==> src/rtl/imem_fetch_ctrl.sv <==
// Instruction fetch sequencer: owns the PC, waits MEM_LAT cycles per read, captures into a 2-entry FIFO.
// Latency: first out_valid MEM_LAT+1 cycles after issue; redirect flushes everything and wins over halt/capture/pop.
module imem_fetch_ctrl #(
    parameter int N        = 24,
    parameter int AW       = 10,
    parameter int MEM_LAT  = 2,
    parameter int RESET_PC = 0
) (
    input  logic         clk,
    input  logic         rst_n,
    output logic [N-1:0] imem_addr,
    input  logic [N-1:0] imem_instr,
    input  logic         redirect_valid,
    input  logic [N-1:0] redirect_pc,
    input  logic         halt,
    output logic         out_valid,
    output logic [N-1:0] out_instr,
    output logic [N-1:0] out_pc,
    input  logic         out_ready,
    output logic         busy
);
    localparam int CW = (MEM_LAT < 2) ? 1 : $clog2(MEM_LAT + 1);

    typedef enum logic [1:0] {S_FETCH, S_WAIT, S_HALTED} state_t;

    state_t          r_state;
    logic [AW-1:0]   r_pc;
    logic [CW-1:0]   r_cnt;
    logic            r_busy;

    logic            r_out_vld;
    logic [N-1:0]    r_out_instr;
    logic [AW-1:0]   r_out_pc;
    logic            r_sk_vld;
    logic [N-1:0]    r_sk_instr;
    logic [AW-1:0]   r_sk_pc;

    logic            w_pop;
    logic            w_cap;
    logic            w_push;
    logic [1:0]      w_cnt_now;
    logic [1:0]      w_cnt_post;
    logic            w_unused_redirect_hi;

    assign w_pop      = r_out_vld & out_ready;
    assign w_cap      = (r_state == S_WAIT) && (r_cnt == CW'(MEM_LAT));
    assign w_push     = w_cap & ~redirect_valid;
    assign w_cnt_now  = {1'b0, r_out_vld} + {1'b0, r_sk_vld};
    // Capture only happens with at most one entry held, so this never exceeds 2.
    assign w_cnt_post = w_cnt_now + {1'b0, w_cap} - {1'b0, w_pop};
    assign w_unused_redirect_hi = ^redirect_pc[N-1:AW];

    always_ff @(posedge clk or negedge rst_n) begin
        if (!rst_n) begin
            r_state <= S_FETCH;
            r_pc    <= AW'(RESET_PC);
            r_cnt   <= '0;
            r_busy  <= 1'b0;
        end else if (redirect_valid) begin
            r_pc    <= redirect_pc[AW-1:0];
            r_cnt   <= '0;
            r_busy  <= 1'b0;
            r_state <= halt ? S_HALTED : S_FETCH;
        end else begin
            case (r_state)
                S_FETCH, S_HALTED: begin
                    // Leaving HALTED issues immediately so resume latency matches a cold start.
                    if (halt) begin
                        r_state <= S_HALTED;
                    end else if (w_cnt_now < 2'd2) begin
                        r_state <= S_WAIT;
                        r_cnt   <= CW'(1);
                        r_busy  <= 1'b1;
                    end else begin
                        r_state <= S_FETCH;
                    end
                end
                S_WAIT: begin
                    if (w_cap) begin
                        r_pc <= r_pc + AW'(1);
                        if (!halt && (w_cnt_post < 2'd2)) begin
                            r_cnt <= CW'(1);
                        end else begin
                            r_cnt   <= '0;
                            r_busy  <= 1'b0;
                            r_state <= halt ? S_HALTED : S_FETCH;
                        end
                    end else begin
                        r_cnt <= r_cnt + CW'(1);
                    end
                end
                default: begin
                    r_state <= S_FETCH;
                    r_cnt   <= '0;
                    r_busy  <= 1'b0;
                end
            endcase
        end
    end

    always_ff @(posedge clk or negedge rst_n) begin
        if (!rst_n) begin
            r_out_vld   <= 1'b0;
            r_out_instr <= '0;
            r_out_pc    <= '0;
            r_sk_vld    <= 1'b0;
            r_sk_instr  <= '0;
            r_sk_pc     <= '0;
        end else if (redirect_valid) begin
            r_out_vld <= 1'b0;
            r_sk_vld  <= 1'b0;
        end else if (w_pop) begin
            if (r_sk_vld) begin
                r_out_instr <= r_sk_instr;
                r_out_pc    <= r_sk_pc;
                r_out_vld   <= 1'b1;
                if (w_push) begin
                    r_sk_instr <= imem_instr;
                    r_sk_pc    <= r_pc;
                end else begin
                    r_sk_vld <= 1'b0;
                end
            end else if (w_push) begin
                r_out_instr <= imem_instr;
                r_out_pc    <= r_pc;
            end else begin
                r_out_vld <= 1'b0;
            end
        end else if (w_push) begin
            if (!r_out_vld) begin
                r_out_instr <= imem_instr;
                r_out_pc    <= r_pc;
                r_out_vld   <= 1'b1;
            end else begin
                r_sk_instr <= imem_instr;
                r_sk_pc    <= r_pc;
                r_sk_vld   <= 1'b1;
            end
        end
    end

    assign imem_addr = {{(N-AW){1'b0}}, r_pc};
    assign out_valid = r_out_vld;
    assign out_instr = r_out_instr;
    assign out_pc    = {{(N-AW){1'b0}}, r_out_pc};
    assign busy      = r_busy;

endmodule

==> config.mk <==
export PLATFORM = sky130hd
export DESIGN_NAME = imem_fetch_ctrl
export DESIGN_NICKNAME = d
export VERILOG_FILES = /design/src/rtl/imem_fetch_ctrl.sv
export SDC_FILE = /design/constraint.sdc
export NUM_CORES = 1
export LEC_CHECK = 0
export ABC_AREA = 1
export CORE_MARGIN = 5
export CORE_UTILIZATION = 50
export CTS_CLUSTER_SIZE = 24
export DETAILED_ROUTE_END_ITERATION = 16
export PLACE_DENSITY = 0.85
export SLEW_MARGIN = 20
export SYNTH_ARGS = -nofsm -noshare
export SYNTH_HDL_FRONTEND = slang
export SYNTH_SLANG_ARGS = --single-unit
==> constraint.sdc <==
create_clock -name clk -period 2.7 [get_ports clk]
set_input_delay 0.675 -clock clk [delete_from_list [all_inputs] [get_ports clk]]
set_output_delay 0.675 -clock clk [all_outputs]
set_load 0.005 [all_outputs]
==> results.py <==
metrics = {
    "die": {
        "start_util_pct": 50.51,
        "core_region_area_um2": 8093,
        "dieArea_um2": 10080,
        "rows": 33,
        "top_level_ports": 127,
        "die_h_um": 100.4,
        "die_x_um": 100.4,
    },
    "timing": {
        "setup_viol": 0,
        "timing.final.hold_violations": 0,
        "whs_ns": 0.3080,
        "finalClockSkew_ns": 0.009674,
        "max_clock_freq_ghz": 0.4930,
        "worst_pin_slew_ns": 0.5435,
        "max-slew-margin-rel_pct": 63.77,
        "finalCriticalPeriod_ns": 2.028,
        "rsz0062_at_grt": "false",
        "drv_slew": 0,
        "tns_ns": 0,
        "min_period_over_period_pct": 75.13,
    },
    "logic_synthesis": {
        "synth_top_family_by_area": "simple AND/OR/NAND/NOR gates",
        "synthAdderAreaFrac_pct": 0.9183,
        "synth_commonest_cells": "85 x dfrtp_1, 77 x nor2_1, 74 x nand2_1",
        "yosysTopAreaCell": "dfrtp_1",
        "synth_cells": 490,
        "synth_area_leaders": "dfrtp_1 52%, a21oi_1 7.3%, nor2_1 7.1%",
        "muxShareOfSynthArea_pct": 0,
        "synth_cell_types": 28,
        "synth_xor_area_share_pct": 0.4285,
        "synth-compound-area-share_pct": 16.77,
        "synth.most_common_cell": "dfrtp_1",
        "yosysSeqAreaShare_pct": 52.04,
        "async_reset_ff_share_pct": 100.0,
        "syn_avg_cell_area_um2": 8.342,
        "synthFlopType": "dfrtp_1",
        "mappedNetlistArea_um2": 4088,
        "yosysWarnings": 0,
        "synth-simple-area-share_pct": 17.17,
        "netlist.area_leader.share_pct": 52.04,
        "ys_seq_elements": 85,
        "synth-edff-count": 0,
    },
    "global_route": {
        "grt.total_usage_pct": 18.95,
        "grt_antenna_before_repair": 0,
        "grt_max_degree": 70,
        "grt_pass1_wl_um": 15550,
        "grt.overflow.total": 0,
        "grt_pass1_vias": 3462,
    },
    "placed_design": {
        "dp_hpwl_um": 6301,
        "place_area_um2": 4925,
        "routabilityCongestion": 0.8515,
        "port_buffers": 84,
    },
    "worst_setup_path": {
        "worst_path_max_delay_cell": "clkdlybuf4s50_1",
        "path_buf_inv": 1,
        "rrSetupSlack_ns": 0.91,
        "cp-start-kind": "flip-flop",
        "critical-path-max-stage-delay_ns": 0.55,
        "arrival_ns": 1.35,
        "cp.required_ns": 2.03,
        "path_delay_family": "buffers and inverters",
        "path_max_fanout": 6,
        "cp-end-kind": "output pin",
        "crit_type": "flip-flop to output pin",
        "crit_chain": "clkdlybuf4s50_1",
    },
    "clocking": {
        "ctsLongestPathBuffers": 2,
        "insertion_delay_ns": 0.34,
        "hold_buffers": 0,
        "cts.repair.resized": 0,
        "clkTransAtPathRegs_ns": 0.08,
        "cts_root_buf": "clkbuf_8",
        "numCtsBuffers": 9,
        "cts_tree": "yes",
        "cts_htree_levels": 3,
        "cts_setup_buffers": 0,
        "cts_num_sinks": 85,
    },
    "finish": {
        "diodes": 0,
        "num-fill-cells": 689,
        "synthToLayoutAreaGrowth_pct": 25.56,
        "finish.instance_area_um2": 5132,
        "final_core_util_pct": 63.42,
        "fin_nets": 624,
        "multi_input_area_um2": 1558,
        "final-seq-area_um2": 2127,
        "drive_gt1_share_pct": 6.457,
    },
    "routing": {
        "viasPerCell": 4.951,
        "drcViolationCount": 0,
        "dr.pass1.iters": 6,
        "ant_nets": 0,
        "avgRoutedWirePerCell_um": 13.26,
        "routed_wl_um": 8989,
        "route.vias.total": 3357,
        "initialDrtViolationCount": 143,
    },
    "flow_run": {
        "max_cap_viol_count": 0,
    },
    "status": {
        "status": "finished, final reports clean",
    },
    "hold_path": {
        "hold_class": "input port to async pin",
    },
    "power": {
        "peakVddDrop_mv": 0.3071,
        "power.density_nw_per_um2": 577.6,
        "p_leak_nw": 2.482,
    },
}
-- cells in the final DEF, fill, tap and decap left out, types with 5 or more instances in the layout --
| master | instances |
|---|---|
| a21oi_1 | 60 |
| a21oi_2 | 9 |
| buf_4 | 5 |
| clkbuf_8 | 9 |
| clkdlybuf4s50_1 | 83 |
| conb_1 | 28 |
| dfrtp_1 | 85 |
| inv_1 | 47 |
| nand2_1 | 73 |
| nand3_1 | 12 |
| nor2_1 | 77 |
| o21ai_0 | 45 |
| o21ai_1 | 6 |
-- through the flow --
step	setup WS [ns]	power [mW]	cells
detailed placement	0.3371	2.036	662
global placement	0.4100	2.014	662
CTS	0.6665	2.997	678
global route	0.5478	3.125	678
finish	0.6715	2.965	678
floorplan	1.000	1.718	517
-- sequential cells by signal, summed over array words and instances, names as in the netlist --
name        cells
r_sk_pc        10
r_pc           10
busy            1
out_instr      24
r_sk_vld        1
r_sk_instr     24
r_cnt           2
out_valid       1
r_state         2
r_out_pc       10
-- routing by layer --
layer | vias to the layer above | share of wire, % | GRT usage (%)
met2 | 106 | 50 | 32.98
met3 | 8 | 5.7 | 4.309
met1 | 1570 | 43 | 23.45
met5 | - | 0 | 0
met4 | 0 | 1.1 | 5.803
li1 | 1673 | - | -
-- layout make-up --
| class | count | share of cell area [%] |
|---|---|---|
| inverters | 48 | 3.510 |
| flip-flops and latches | 85 | 41.44 |
| repair buffers | 91 | 18.09 |
| clock inverters | 4 | 1.414 |
| clock buffers | 12 | 2.633 |
| multi-input cells | 333 | 30.35 |
| well taps | 105 | 2.560 |
-- logic make-up after synthesis --
kind of cell / Yosys count
adder cells (fa/ha/maj): 3
AND/OR/NAND/NOR: 173
flip-flops: 85
AO/OA/AOI/OAI: 127
buffers and inverters: 99
other: 1
XOR/XNOR: 2
-- path summary, 6_finish.rpt --
| check | endpoint | from | depth (start not counted) |
|---|---|---|---|
| worst min register to register | r_sk_instr[7] | r_sk_instr[7] | 2 |
| worst min-delay path | r_pc[5] | rst_n | 1 |
| worst max register to register | busy | out_valid | 13 |
| min in group clk | r_sk_instr[7] | r_sk_instr[7] | 2 |
| worst max-delay path | imem_addr[2] | r_pc[2] | 1 |
| max in group asynchronous | r_sk_pc[4] | rst_n | 2 |
-- where the power goes --
group          internal [mW]  total, mW  switching, mW  leakage, nW
Clock                  0.522      0.958          0.437        0.101
Combinational          0.302      0.520          0.218         1.35
Sequential              1.40       1.49         0.0851         1.03
Total                   2.22       2.96          0.740         2.48
No activity file was read; power rests on OpenSTA's default activity.
